`config.mk`:
```
export PLATFORM = sky130hd
export DESIGN_NAME = ibex_pmp_csr_flat
export DESIGN_NICKNAME = d
export VERILOG_FILES = /design/src/rtl/ibex_pmp_csr_if.sv /design/src/rtl/ibex_pmp_csr.sv /design/src/flat_wrapper.sv
export SDC_FILE = /design/constraint.sdc
export NUM_CORES = 1
export LEC_CHECK = 0
export CORE_ASPECT_RATIO = 1.1
export CORE_UTILIZATION = 53
export DETAILED_ROUTE_END_ITERATION = 6
export PLACE_DENSITY_LB_ADDON = 0.05
export SETUP_SLACK_MARGIN = 0.15
export SYNTH_ARGS = -nofsm -noshare
export SYNTH_HDL_FRONTEND = slang
export SYNTH_SLANG_ARGS = --single-unit
```
`constraint.sdc`:
```
create_clock -name clk_i -period 5.5 [get_ports clk_i]
set_clock_uncertainty 0.05 [all_clocks]
set_input_delay 0.55 -clock clk_i [delete_from_list [all_inputs] [get_ports clk_i]]
set_output_delay 0.55 -clock clk_i [all_outputs]
set_load 0.02 [all_outputs]
```
`src/rtl/ibex_pmp_csr_if.sv`:
```
// rtl/ibex_pmp_csr_if.sv - PMP CSR types and CSR access bus interface

package ibex_pmp_csr_pkg;

  typedef enum logic [1:0] {
    PMP_MODE_OFF   = 2'b00,
    PMP_MODE_TOR   = 2'b01,
    PMP_MODE_NA4   = 2'b10,
    PMP_MODE_NAPOT = 2'b11
  } pmp_cfg_mode_e;

  typedef struct packed {
    logic          lock;
    pmp_cfg_mode_e mode;
    logic          exec;
    logic          write;
    logic          read;
  } pmp_cfg_t;

  typedef struct packed {
    logic rlb;
    logic mmwp;
    logic mml;
  } pmp_mseccfg_t;

endpackage

interface ibex_pmp_csr_if;
  logic        csr_we_i;
  logic [11:0] csr_addr_i;
  logic [31:0] csr_wdata_i;
  logic [31:0] csr_rdata_o;
  logic        csr_hit_o;

  modport master (
    output csr_we_i, csr_addr_i, csr_wdata_i,
    input  csr_rdata_o, csr_hit_o
  );

  modport slave (
    input  csr_we_i, csr_addr_i, csr_wdata_i,
    output csr_rdata_o, csr_hit_o
  );
endinterface

```
`src/rtl/ibex_pmp_csr.sv`:
```
// rtl/ibex_pmp_csr.sv - PMP pmpcfg/pmpaddr/mseccfg CSR storage with WARL and lock rules

module ibex_pmp_csr
  import ibex_pmp_csr_pkg::*;
#(
  parameter int unsigned PMPGranularity = 0,
  parameter int unsigned PMPNumRegions  = 4
) (
  input  logic                clk_i,
  input  logic                rst_ni,
  ibex_pmp_csr_if.slave       csr,
  output pmp_cfg_t            csr_pmp_cfg_o [PMPNumRegions],
  output logic [33:0]         csr_pmp_addr_o [PMPNumRegions],
  output pmp_mseccfg_t        csr_pmp_mseccfg_o,
  output logic                pmp_updated_o
);

  // Low address bits forced to 0 (OFF/TOR) or 1 (NAPOT) on read-back.
  localparam logic [31:0] GRAN_MASK  = (32'h1 << PMPGranularity) - 32'h1;
  localparam logic [31:0] NAPOT_MASK = GRAN_MASK >> 1;

  pmp_cfg_t     cfg_q  [PMPNumRegions];
  pmp_cfg_t     cfg_d  [PMPNumRegions];
  logic [31:0]  addr_q [PMPNumRegions];
  logic [31:0]  addr_d [PMPNumRegions];
  pmp_mseccfg_t mseccfg_q, mseccfg_d;
  logic         pmp_updated_q, pmp_updated_d;

  logic is_cfg, is_addr, is_mseccfg, is_mseccfgh;
  logic [PMPNumRegions-1:0] entry_locked;
  logic [PMPNumRegions:0]   tor_locked;
  logic                     any_lock;
  logic [7:0]               wbyte;
  logic                     mml_block;
  logic [31:0]              rd_addr;

  assign is_cfg      = (csr.csr_addr_i[11:2] == 10'h0E8);
  assign is_addr     = (csr.csr_addr_i[11:4] == 8'h3B);
  assign is_mseccfg  = (csr.csr_addr_i == 12'h747);
  assign is_mseccfgh = (csr.csr_addr_i == 12'h757);
  assign csr.csr_hit_o = is_cfg | is_addr | is_mseccfg | is_mseccfgh;

  // Lock status of every entry, judged on the pre-write state.
  always_comb begin
    any_lock = 1'b0;
    tor_locked = '0;
    for (int i = 0; i < PMPNumRegions; i++) begin
      entry_locked[i] = cfg_q[i].lock & ~mseccfg_q.rlb;
      tor_locked[i]   = entry_locked[i] & (cfg_q[i].mode == PMP_MODE_TOR);
      any_lock        = any_lock | cfg_q[i].lock;
    end
  end

  // Next register state for a CSR write, with WARL legalisation and lock checks.
  always_comb begin
    cfg_d     = cfg_q;
    addr_d    = addr_q;
    mseccfg_d = mseccfg_q;
    wbyte     = '0;
    mml_block = 1'b0;
    if (csr.csr_we_i) begin
      for (int i = 0; i < PMPNumRegions; i++) begin
        if (is_cfg && (csr.csr_addr_i[1:0] == 2'(i / 4))) begin
          wbyte = csr.csr_wdata_i[8*(i%4) +: 8];
          // Under MML, locked executable or write-only rules cannot be added.
          mml_block = mseccfg_q.mml & ~mseccfg_q.rlb & wbyte[7] &
                      (wbyte[2] | (wbyte[1:0] == 2'b10));
          if (!entry_locked[i] && !mml_block) begin
            cfg_d[i].lock  = wbyte[7];
            cfg_d[i].mode  = pmp_cfg_mode_e'(wbyte[4:3]);
            cfg_d[i].exec  = wbyte[2];
            cfg_d[i].read  = wbyte[0];
            // W without R is reserved outside MML and reads back as no access.
            cfg_d[i].write = wbyte[1] & (wbyte[0] | mseccfg_q.mml);
            if ((PMPGranularity >= 1) && (wbyte[4:3] == 2'b10)) begin
              cfg_d[i].mode = PMP_MODE_OFF;
            end
          end
        end
        if (is_addr && (csr.csr_addr_i[3:0] == 4'(i))) begin
          if (!entry_locked[i] && !tor_locked[i+1]) begin
            addr_d[i] = csr.csr_wdata_i;
          end
        end
      end
      if (is_mseccfg) begin
        mseccfg_d.mml  = mseccfg_q.mml  | csr.csr_wdata_i[0];
        mseccfg_d.mmwp = mseccfg_q.mmwp | csr.csr_wdata_i[1];
        if (mseccfg_q.rlb || !any_lock) begin
          mseccfg_d.rlb = csr.csr_wdata_i[2];
        end
      end
    end
  end

  // Flag any stored bit that the write actually changes.
  always_comb begin
    pmp_updated_d = (mseccfg_d != mseccfg_q);
    for (int i = 0; i < PMPNumRegions; i++) begin
      pmp_updated_d = pmp_updated_d | (cfg_d[i] != cfg_q[i]) | (addr_d[i] != addr_q[i]);
    end
  end

  // Register state; reset clears everything including the update pulse.
  always_ff @(posedge clk_i or negedge rst_ni) begin
    if (!rst_ni) begin
      for (int i = 0; i < PMPNumRegions; i++) begin
        cfg_q[i]  <= '0;
        addr_q[i] <= '0;
      end
      mseccfg_q     <= '0;
      pmp_updated_q <= 1'b0;
    end else begin
      for (int i = 0; i < PMPNumRegions; i++) begin
        cfg_q[i]  <= cfg_d[i];
        addr_q[i] <= addr_d[i];
      end
      mseccfg_q     <= mseccfg_d;
      pmp_updated_q <= pmp_updated_d;
    end
  end

  // Combinational read mux; pmpaddr read-back masking leaves the stored value intact.
  always_comb begin
    csr.csr_rdata_o = '0;
    rd_addr         = '0;
    for (int i = 0; i < PMPNumRegions; i++) begin
      if (is_cfg && (csr.csr_addr_i[1:0] == 2'(i / 4))) begin
        csr.csr_rdata_o[8*(i%4) +: 8] = {cfg_q[i].lock, 2'b00, cfg_q[i].mode,
                                         cfg_q[i].exec, cfg_q[i].write, cfg_q[i].read};
      end
      if (is_addr && (csr.csr_addr_i[3:0] == 4'(i))) begin
        rd_addr = addr_q[i];
        if (cfg_q[i].mode == PMP_MODE_NAPOT) begin
          rd_addr = rd_addr | NAPOT_MASK;
        end
        if (!cfg_q[i].mode[1]) begin
          rd_addr = rd_addr & ~GRAN_MASK;
        end
        csr.csr_rdata_o = rd_addr;
      end
    end
    if (is_mseccfg) begin
      csr.csr_rdata_o = {29'b0, mseccfg_q.rlb, mseccfg_q.mmwp, mseccfg_q.mml};
    end
  end

  for (genvar g = 0; g < PMPNumRegions; g++) begin : g_out
    assign csr_pmp_cfg_o[g]  = cfg_q[g];
    assign csr_pmp_addr_o[g] = {addr_q[g], 2'b00};
  end

  assign csr_pmp_mseccfg_o = mseccfg_q;
  assign pmp_updated_o     = pmp_updated_q;

endmodule

```
`src/flat_wrapper.sv`:
```
// flat-port wrapper written by rule: the top's interface ports become plain ports
module ibex_pmp_csr_flat import ibex_pmp_csr_pkg::*;
#(
  parameter int unsigned PMPGranularity = 0,
  parameter int unsigned PMPNumRegions  = 4
)
  (clk_i, rst_ni, csr_pmp_cfg_o, csr_pmp_addr_o, csr_pmp_mseccfg_o, pmp_updated_o, csr_csr_we_i, csr_csr_addr_i, csr_csr_wdata_i, csr_csr_rdata_o, csr_csr_hit_o);
  ibex_pmp_csr_if csr_i ();
  input  logic clk_i;
  input  logic rst_ni;
  output pmp_cfg_t csr_pmp_cfg_o[PMPNumRegions];
  output logic [33:0] csr_pmp_addr_o[PMPNumRegions];
  output pmp_mseccfg_t csr_pmp_mseccfg_o;
  output logic pmp_updated_o;
  input wire logic [$bits(csr_i.csr_we_i)-1:0] csr_csr_we_i;
  input wire logic [$bits(csr_i.csr_addr_i)-1:0] csr_csr_addr_i;
  input wire logic [$bits(csr_i.csr_wdata_i)-1:0] csr_csr_wdata_i;
  output wire logic [$bits(csr_i.csr_rdata_o)-1:0] csr_csr_rdata_o;
  output wire logic [$bits(csr_i.csr_hit_o)-1:0] csr_csr_hit_o;
  assign csr_i.csr_we_i = csr_csr_we_i;
  assign csr_i.csr_addr_i = csr_csr_addr_i;
  assign csr_i.csr_wdata_i = csr_csr_wdata_i;
  assign csr_csr_rdata_o = csr_i.csr_rdata_o;
  assign csr_csr_hit_o = csr_i.csr_hit_o;
  ibex_pmp_csr #(.PMPGranularity(PMPGranularity), .PMPNumRegions(PMPNumRegions)) u_core (.clk_i(clk_i), .rst_ni(rst_ni), .csr(csr_i), .csr_pmp_cfg_o(csr_pmp_cfg_o), .csr_pmp_addr_o(csr_pmp_addr_o), .csr_pmp_mseccfg_o(csr_pmp_mseccfg_o), .pmp_updated_o(pmp_updated_o));
endmodule
```
==> impl_metrics.yaml, run 1 <==
run_status:
  status: "finished, violations left"
  violations: "DRC"
global_route:
  track_usage_pct: 44.92
  grt_overflow: 0
  grt_max_degree: 96
  antenna_found_initial: 1
  grt_first_pass_wirelength_um: 57060
  grt_pass1_vias: 8777
route:
  detail-route-antenna-nets: 0
  drt-total-wl_um: 38600
  post_drt_wl_per_cell_um: 28.44
  dr.pass1.iters: 7
  vias: 9187
  post_drt_via_cell_ratio: 6.770
  drc: 5
  drt_iter0_markers: 1292
yosys:
  yosysWarningCount: 0
  synthTopCellsByArea: "dfrtp_1, mux2_2, nand2_1, o21ai_0, xor2_1"
  synth_area_um2: 8922
  postSynthCellCount: 938
  synth_edf_count: 0
  synth_top_area_share_pct: 43.75
  synthDistinctLibCells: 67
  synth_ff_type: "dfrtp_1"
  synthArstFlopShare_pct: 100.0
  yosys.area.top_type: "dfrtp_1"
  seq_area_frac_synth_pct: 43.75
  ys_seq_elements: 156
  avgSynthCellArea_um2: 9.512
worst_setup_path:
  path_class: "in -> out"
  worstSetupStartpoint: "csr_csr_addr_i[4]"
  cp_max_fo: 18
  required_ns: 4.90
  crit_slowest_cell: "and3_1"
  crit_path_start_kind: "primary input"
  critPathBufInv: 3
  r2r-start: "u_core.csr_pmp_addr_o[49]$_DFF_PN0_"
  path_cells: "clkdlybuf4s50_1 -> or3b_1 -> nor3_2 -> and3_1 -> buf_4 -> a22oi_1 -> nand2_1 -> clkdlybuf4s50_1"
  worst_path_most_repeated_cell: "clkdlybuf4s50_1"
  end_kind: "primary output"
  cp_data_arrival_time_ns: 3.96
  slowest_delay_ns: 0.88
  cpLargestDelayFamily: "simple AND/OR/NAND/NOR gates"
power:
  pwr-share-comb_pct: 9.0
  vdd_drop_max_uv: 223.5
  p_switching_mw: 0.7000
  leakage_nw: 5.124
  switching_share_pct: 27.70
  power.internal_mw: 1.827
  seqPwrFrac_pct: 46.0
  power_frac_clock_pct: 45.0
  power.total_mw: 2.527
  power_density_nw_per_um2: 212.6
timing:
  tightestPinTransition_ns: 1.068
  fin_setup_tns_ns: 0
  timing.final.ws_setup_ns: 0.9388
  slew_headroom_pct: 26.96
  setup_violations: 0
  finalCritPeriodShare_pct: 82.93
  slew_violations: 0
  max_freq_mhz: 219.2
  hold_violations: 0
  holdWs_ns: 0.1289
  rsz0062_at_grt: "no"
  fin_crit_ns: 4.561
clock_network:
  clk_path_buf_depth: 2
  clkLatencyLatePin_ns: 0.44
  cts_sinks: 156
  cts_root_buf: "clkbuf_16"
  cts_tree: "done"
  cts_made_buffers: 17
  clkTransAtPathRegs_ns: 0.07
  htreeDepth: 4
  cts_hold_buf: 0
  cts_setup_buffers: 0
  cts_resized: 0
placed_design:
  preCtsSetupSlack_ns: 1.062
  placedCellCount: 1326
  portBuffers: 235
  dp_hpwl_um: 27580
  place_congestion: 1.002
floorplan:
  die_area_um2: 17360
  core.rowCount: 49
  boundaryPins: 244
  die_h_um: 138.1
  start_util_pct: 54.30
  die_width_um: 125.7
  coreArea_um2: 16430
final_layout:
  drive_gt1_share_pct: 9.193
  fill_cells: 1262
  syn2layout_area_growth_pct: 33.19
  seqCellArea_um2: 3904
  fin_nets: 1188
  antenna_cells: 0
  fin_cells: 1357
  multi_input_comb_area_um2: 4489
worst_hold_path:
  hp-class: "in -> async"
job:
  max-cap-violations: 0
-- state kept, by name, indices dropped and copies added, names as in the netlist --
register	count
u_core.csr_pmp_mseccfg_o	3
u_core.csr_pmp_cfg_o	24
u_core.csr_pmp_addr_o	128
u_core.pmp_updated_o	1
-- cells by family (layout without fill, tap and decap cells) --
kind of cell | Yosys count | in the layout | share of synthesized area, %
and+or+nand+nor | 259 | 259 | 14.44
AOI/OAI and AO/OA | 255 | 255 | 19.73
DFF | 156 | 156 | 43.75
buffers and inverters | 128 | 336 | 6.381
muxes | 72 | 72 | 9.073
xor gates and xnor gates | 67 | 67 | 6.577
other | 1 | 8 | 0.04203
-- cell usage after synthesis (3+ instances only) --
cell and count:
or4_1 3, o2111ai_1 5, a2111oi_0 7, o2bb2ai_1 7, xnor2_1 33, o221ai_1 3
a222oi_1 23, o22ai_1 32, a22oi_1 31, mux2_1 22, dfrtp_1 156, buf_1 4
nand3_1 9, nor2_1 13, a221o_1 3, buf_2 22, o21ai_1 4, clkbuf_1 31
nand2b_1 11, o21ai_0 92, nand4_1 14, buf_4 12, nor2b_1 17, a22o_1 6
mux2_2 49, nor4_1 15, nand2_1 145, a221oi_1 18, nor3_1 6, nor3b_1 3
a21oi_1 8, inv_1 52, a21o_1 3, xor2_1 34, a31oi_1 3, and3_1 3
-- power by group through the flow --
stage	registers [mW]	logic (mW)	clock network [mW]
detailed placement	1.18	0.219	0
floorplan	1.19	0.0971	0
CTS	1.16	0.221	1.14
finish	1.16	0.227	1.14
global placement	1.18	0.218	0
global route	1.16	0.238	1.18
-- cell type report --
type | instances | area share [%]
clock inverters | 13 | 1.053
well taps | 204 | 2.148
clock buffers | 18 | 3.611
inverters | 56 | 1.769
flip-flops and latches | 156 | 32.85
multi-input cells | 661 | 37.78
repair buffers | 249 | 20.79
-- through the flow --
stage	instance area (um^2)	util, %
after floorplan	8949	-
after global placement	11330	68.95
after detailed placement	11330	68.95
after CTS	11880	72.33
after global routing	11880	72.33
final	11880	72.33
-- path summary, 6_finish.rpt --
| check | to | slack (ns) | cells past startpoint |
|---|---|---|---|
| min in group clk_i | u_core.csr_pmp_addr_o[91]$_DFF_PN0_ | 0.51 | 2 |
| worst min-delay path | u_core.csr_pmp_addr_o[93]$_DFF_PN0_ | 0.13 | 1 |
| worst min register to register | u_core.csr_pmp_addr_o[91]$_DFF_PN0_ | 0.51 | 2 |
| worst max-delay path | csr_csr_rdata_o[11] | 0.94 | 8 |
| max in group asynchronous | u_core.csr_pmp_addr_o[101]$_DFF_PN0_ | 3.94 | 2 |
| worst max register to register | u_core.pmp_updated_o$_DFF_PN0_ | 2.49 | 6 |
-- cells in the final DEF (no fill, tap or decap), drive strengths merged, types with 4 or more instances in the layout --
cell,count
clkdlybuf4s50,234
dfrtp,156
nand2,145
o21ai,96
mux2,71
inv,64
xor2,34
xnor2,33
o22ai,32
a22oi,31
a222oi,23
a221oi,18
clkbuf,18
nor2b,17
nor4,17
buf,15
nand4,14
nor2,13
nand2b,11
nand3,9
a21oi,8
conb,8
nor3,8
a2111oi,7
o2bb2ai,7
a22o,6
o2111ai,5
or4,4
clkinv,4
-- routing by layer --
layer | vias to the layer above | global-route usage, % | wire length [um]
li1 | 3815 | - | -
met5 | - | 0 | 0
met3 | 161 | 10.02 | 4174
met1 | 4456 | 57.76 | 14320
met2 | 755 | 68.04 | 17400
met4 | 0 | 30.23 | 2707
(Power assumes the default switching activity.)
==> inputs of run 2 (changes only) <==
--- a/config.mk
+++ b/config.mk
@@ -6,7 +6,7 @@
 export NUM_CORES = 1
 export LEC_CHECK = 0
 export CORE_ASPECT_RATIO = 1.1
-export CORE_UTILIZATION = 53
+export CORE_UTILIZATION = 44
 export DETAILED_ROUTE_END_ITERATION = 6
 export PLACE_DENSITY_LB_ADDON = 0.05
 export SETUP_SLACK_MARGIN = 0.15
==> constraint.sdc (replaced) <==
create_clock -name clk_i -period 3.7 [get_ports clk_i]
set_clock_uncertainty 0.05 [all_clocks]
set_input_delay 0.37 -clock clk_i [delete_from_list [all_inputs] [get_ports clk_i]]
set_output_delay 0.37 -clock clk_i [all_outputs]
set_load 0.02 [all_outputs]
==> impl_metrics.yaml, run 2 (synthesis gave the netlist of run 1 again) <==
run_status:
  status: "finished, violations left"
  violations: "DRC"
timing:
  tightestPinTransition_ns: 0.8567
  hold_violations: 0
  fin_setup_tns_ns: 0
  max_freq_mhz: 293.6
  finalCritPeriodShare_pct: 92.05
  slew_violations: 0
  slew_headroom_pct: 42.89
  rsz0062_at_grt: "no"
  fin_crit_ns: 3.406
  setup_violations: 0
power:
  switching_share_pct: 26.68
  power_frac_clock_pct: 45.6
  seqPwrFrac_pct: 44.8
  power.internal_mw: 2.830
  power_density_nw_per_um2: 311.1
  vdd_drop_max_uv: 327.5
  power.total_mw: 3.859
  leakage_nw: 5.401
  p_switching_mw: 1.030
  pwr-share-comb_pct: 9.6
placed_design:
  placed_cell_area_um2: 11780
  placedCellCount: 1416
  place_congestion: 1.010
  dp_hpwl_um: 29580
  portBuffers: 235
final_layout:
  fin_area_um2: 12400
  syn2layout_area_growth_pct: 39.03
  largest_reg_flops: 128
  final_util_pct: 62.45
  antenna_cells: 0
  drive_gt1_share_pct: 12.93
  most-common-layout-cells: "clkdlybuf4s50_1, dfrtp_1, nand2_1"
  fill_cells: 1702
  layout_commonest_cell: "clkdlybuf4s50_1"
  fin_nets: 1233
  fin_cells: 1451
floorplan:
  start_util_pct: 44.92
  coreArea_um2: 19860
  die_h_um: 151.4
  boundaryPins: 244
  core.rowCount: 54
  die_width_um: 137.8
  die_area_um2: 20850
worst_setup_path:
  r2r-start: "u_core.csr_pmp_addr_o[43]$_DFF_PN0_"
  crit_slowest_cell: "clkdlybuf4s50_1"
  cp_max_fo: 25
  cpLargestDelayFamily: "buffers and inverters"
  path_cells: "clkdlybuf4s50_1 -> or3b_4 -> nor3_4 -> and3b_1 -> buf_12 -> buf_4 -> a22oi_1 -> nand2_1 -> clkdlybuf4s50_1"
  worstSetupStartpoint: "csr_csr_addr_i[3]"
  required_ns: 3.28
  crit_path_start_kind: "primary input"
  end_kind: "primary output"
  path_class: "in -> out"
  cp_data_arrival_time_ns: 2.99
  slowest_delay_ns: 0.59
  worst_path_most_repeated_cell: "clkdlybuf4s50_1"
  critPathBufInv: 4
clock_network:
  cts_root_buf: "clkbuf_16"
  clkLatencyLatePin_ns: 0.44
  clkTransAtPathRegs_ns: 0.07
  clk_path_buf_depth: 2
  cts_tree: "done"
  cts_sinks: 156
  htreeDepth: 4
  cts_made_buffers: 17
global_route:
  grt_max_degree: 89
  track_usage_pct: 38.76
  grt_pass1_vias: 8748
  grt_first_pass_wirelength_um: 56700
  antenna_found_initial: 0
  grt_overflow: 0
route:
  drt_iter0_markers: 1378
  post_drt_via_cell_ratio: 6.395
  vias: 9279
  post_drt_wl_per_cell_um: 27.25
  drt-total-wl_um: 39540
  dr.pass1.iters: 7
  detail-route-antenna-nets: 0
  drc: 9
worst_hold_path:
  hp-class: "reg -> reg"
  min_from: "u_core.csr_pmp_mseccfg_o[1]$_DFF_PN0_"
job:
  max-cap-violations: 0
==> run 2: cell count changes in the layout (fill, tap and decap cells not counted), moves of 2 or more <==
cell        change
inv_8           -4
buf_4          +38
buf_12          +6
clkbuf_8        +2
nand2_1         -2
clkinvlp_4      +2
nand2_2         +2
==> run 2: worst paths after layout <==
| path | cells after the start | slack [ns] | end |
|---|---|---|---|
| worst min-delay path | 1 | 0.50 | u_core.csr_pmp_mseccfg_o[1]$_DFF_PN0_ |
| worst max register to register | 7 | 1.03 | u_core.pmp_updated_o$_DFF_PN0_ |
| min in group asynchronous | 2 | 0.52 | u_core.csr_pmp_addr_o[27]$_DFF_PN0_ |
| worst min register to register | 1 | 0.50 | u_core.csr_pmp_mseccfg_o[1]$_DFF_PN0_ |
| max in group asynchronous | 3 | 2.21 | u_core.csr_pmp_cfg_o[4]$_DFF_PN0_ |
| worst max-delay path | 9 | 0.29 | csr_csr_rdata_o[3] |
==> run 2: final cells by class <==
cell class                      instances  area, um^2  area share [%]
Clock inverter                         12       125.1           1.009
Inverter                               56       210.2           1.695
Sequential cell                       156        3904           31.47
Timing Repair Buffer                  294        2889           23.29
Clock buffer                           20       456.7           3.682
Multi-Input combinational cell        661        4504           36.31
Tap cell                              252       315.3           2.542
==> run 2: power groups by stage <==
| stage | clock network (mW) | logic, mW | registers [mW] |
|---|---|---|---|
| floorplan | 0 | 0.144 | 1.76 |
| global placement | 0 | 0.360 | 1.76 |
| detailed placement | 0 | 0.360 | 1.76 |
| CTS | 1.76 | 0.363 | 1.73 |
| global route | 1.84 | 0.390 | 1.73 |
| finish | 1.76 | 0.372 | 1.73 |
==> run 2: repair_timing <==
item | 4_1_cts | 5_1_grt
hold buffers | 1 | 0
endpoints found under the hold margin | 29 | 0
pin swaps | 1 | 1
endpoints found under the setup margin | 5 | 23
resized for setup | 0 | 6
setup buffers | 0 | 2
==> run 2: metal layers <==
layer	track usage, %	vias up	part of all wire (%)
met3	7.965	139	11
met4	23.32	0	6.2
met1	50.39	4541	37
met5	0	-	0
met2	59.35	699	45
li1	-	3900	-
==> run 2: metrics by stage <==
step           setup slack, ns  hold WS, ns
6_report                0.2942       0.4969
2_1_floorplan           0.9616      0.02441
5_1_grt                 0.1859       0.5119
3_5_place_dp            0.1118       0.4476
3_3_place_gp            0.1296       0.4428
4_1_cts                 0.1758       0.5002
==> inputs of run 3 (changes only) <==
--- a/config.mk
+++ b/config.mk
@@ -8,6 +8,7 @@
 export CORE_ASPECT_RATIO = 1.1
 export CORE_UTILIZATION = 44
 export DETAILED_ROUTE_END_ITERATION = 6
+export GPL_TIMING_DRIVEN = 0
 export PLACE_DENSITY_LB_ADDON = 0.05
 export SETUP_SLACK_MARGIN = 0.15
 export SYNTH_ARGS = -nofsm -noshare
==> impl_metrics.yaml, run 3 (synthesis gave the netlist of run 1 again) <==
floorplan:
  core.rowCount: 54
  coreArea_um2: 19860
  die_area_um2: 20850
  start_util_pct: 44.92
  die_width_um: 137.8
  boundaryPins: 244
  die_h_um: 151.4
placed_design:
  portBuffers: 222
  placed_cell_area_um2: 11520
  place_congestion: 0.9921
  placedCellCount: 1420
  dp_hpwl_um: 32050
worst_setup_path:
  r2r-start: "u_core.csr_pmp_addr_o[49]$_DFF_PN0_"
  crit_path_start_kind: "primary input"
  slowest_delay_ns: 0.60
  worstSetupStartpoint: "csr_csr_addr_i[2]"
  cp_max_fo: 10
  cp_data_arrival_time_ns: 3.03
  crit_slowest_cell: "clkdlybuf4s50_1"
  worst_path_most_repeated_cell: "clkdlybuf4s50_1"
  r2r-end: "u_core.pmp_updated_o$_DFF_PN0_"
  required_ns: 3.28
  r2r_slack_ns: 0.62
  crit_end: "csr_csr_rdata_o[3]"
  end_kind: "primary output"
  path_cells: "clkdlybuf4s50_1 -> or3b_4 -> nor3_4 -> and3b_1 -> buf_4 -> clkbuf_4 -> a22oi_1 -> nand2_1 -> clkdlybuf4s50_1"
  r2r_cells: 6
  path_class: "in -> out"
timing:
  tightestPinTransition_ns: 1.425
  hold_violations: 0
  slew_headroom_pct: 4.665
  max_freq_mhz: 289.6
  holdWs_ns: 0.2418
  slew_violations: 0
  rsz0062_at_grt: "no"
  finalCritPeriodShare_pct: 93.31
  fin_crit_ns: 3.453
  setup_violations: 0
final_layout:
  multi_input_comb_area_um2: 4499
  antenna_cells: 0
  seqCellArea_um2: 3904
  layout_commonest_cell: "clkdlybuf4s50_1"
  drive_gt1_share_pct: 12.53
  fin_area_um2: 12260
  fin_cells: 1465
  fin_nets: 1247
  largest_reg_flops: 128
  syn2layout_area_growth_pct: 37.43
  most-common-layout-cells: "clkdlybuf4s50_1, dfrtp_1, nand2_1"
  fill_cells: 1749
clock_network:
  cts_sinks: 156
  clkLatencyLatePin_ns: 0.45
  cts_root_buf: "clkbuf_16"
  clk_path_buf_depth: 2
  clkTransAtPathRegs_ns: 0.07
  cts_made_buffers: 17
  cts_tree: "done"
  htreeDepth: 4
global_route:
  track_usage_pct: 42.99
  antenna_found_initial: 0
  grt_pass1_vias: 9045
  grt_overflow: 0
  grt_first_pass_wirelength_um: 62320
  grt_max_degree: 80
route:
  post_drt_via_cell_ratio: 6.516
  dr.pass1.iters: 7
  vias: 9546
  post_drt_wl_per_cell_um: 30.01
  drc: 0
  drt_iter0_markers: 1426
  drt-total-wl_um: 43970
  detail-route-antenna-nets: 0
power:
  power.total_mw: 3.848
  power_density_nw_per_um2: 313.8
  leakage_nw: 5.656
  vdd_drop_max_uv: 330.5
worst_hold_path:
  hp-class: "in -> reg"
job:
  max-cap-violations: 0
run_status:
  status: "complete, no violations"
## run 3: cell types whose count changed in the layout (fill, tap and decap cells not counted), moves of 6 or more
cell             before  now
buf_4                51   30
clkdlybuf4s50_1     233  191
dlymetal6s2s_1        1   13
buf_12                7    1
clkbuf_1              1   25
buf_2                 0   16
dlygate4sd2_1         0   17
## run 3: what timing repair did
| action | 4_1_cts | 5_1_grt |
|---|---|---|
| buffers inserted | 11 | 1 |
| resized for setup | 38 | 15 |
| cloned | 0 | 0 |
| hold buffers | 1 | 0 |
| setup endpoints to repair | 32 | 16 |
| hold endpoints to repair | 78 | 0 |
| pin swaps | 3 | 1 |
## run 3: worst min path at each step
stage,start,to,cells after the start
floorplan,rst_ni,u_core.csr_pmp_addr_o[100]$_DFF_PN0_,0
global placement,u_core.csr_pmp_addr_o[5]$_DFF_PN0_,u_core.csr_pmp_addr_o[5]$_DFF_PN0_,2
detailed placement,rst_ni,u_core.csr_pmp_addr_o[55]$_DFF_PN0_,1
CTS,csr_csr_wdata_i[6],u_core.csr_pmp_addr_o[110]$_DFF_PN0_,3
global route,csr_csr_wdata_i[6],u_core.csr_pmp_addr_o[110]$_DFF_PN0_,3
finish,csr_csr_wdata_i[6],u_core.csr_pmp_addr_o[110]$_DFF_PN0_,3
## run 3: final cells by class
| type | count | area share (%) |
|---|---|---|
| sequential | 156 | 31.84 |
| timing repair buffer | 236 | 19.40 |
| clock inverter | 14 | 1.010 |
| tap | 252 | 2.571 |
| clock buffer | 18 | 3.582 |
| inverter | 56 | 1.714 |
| multi-input combinational | 661 | 36.69 |
| buffer | 72 | 3.194 |
## run 3: metrics by stage
step | setup TNS [ns] | utilization [%] | worst slack (ns)
final | 0 | 61.73 | 0.2475
after global routing | 0 | 61.73 | 0.1459
after CTS | 0 | 61.52 | 0.1501
after detailed placement | -10.04 | 57.99 | -0.4768
after global placement | -682.71 | 57.82 | -4.330
after floorplan | 0 | - | 0.9616
## run 3: worst max-delay path: cells and delay by family
kind / cells / cell delay, ns
AO/OA/AOI/OAI: 1 / 0.20
buffers and inverters: 4 / 1.51
AND/OR/NAND/NOR: 4 / 0.94
## run 3: routing by layer
metal	global-route usage [%]	wire [um]	up-vias
met3	9.906	5323	156
met1	58.10	17000	4642
met2	64.22	19180	816
met5	0	0	-
li1	-	-	3932
met4	21.74	2464	0
## run 3: power breakdown
group          switching, mW  total, mW  internal [mW]
Clock                  0.860       1.77          0.906
Sequential            0.0139       1.73           1.71
Combinational          0.239      0.356          0.117
Total                   1.11       3.85           2.73
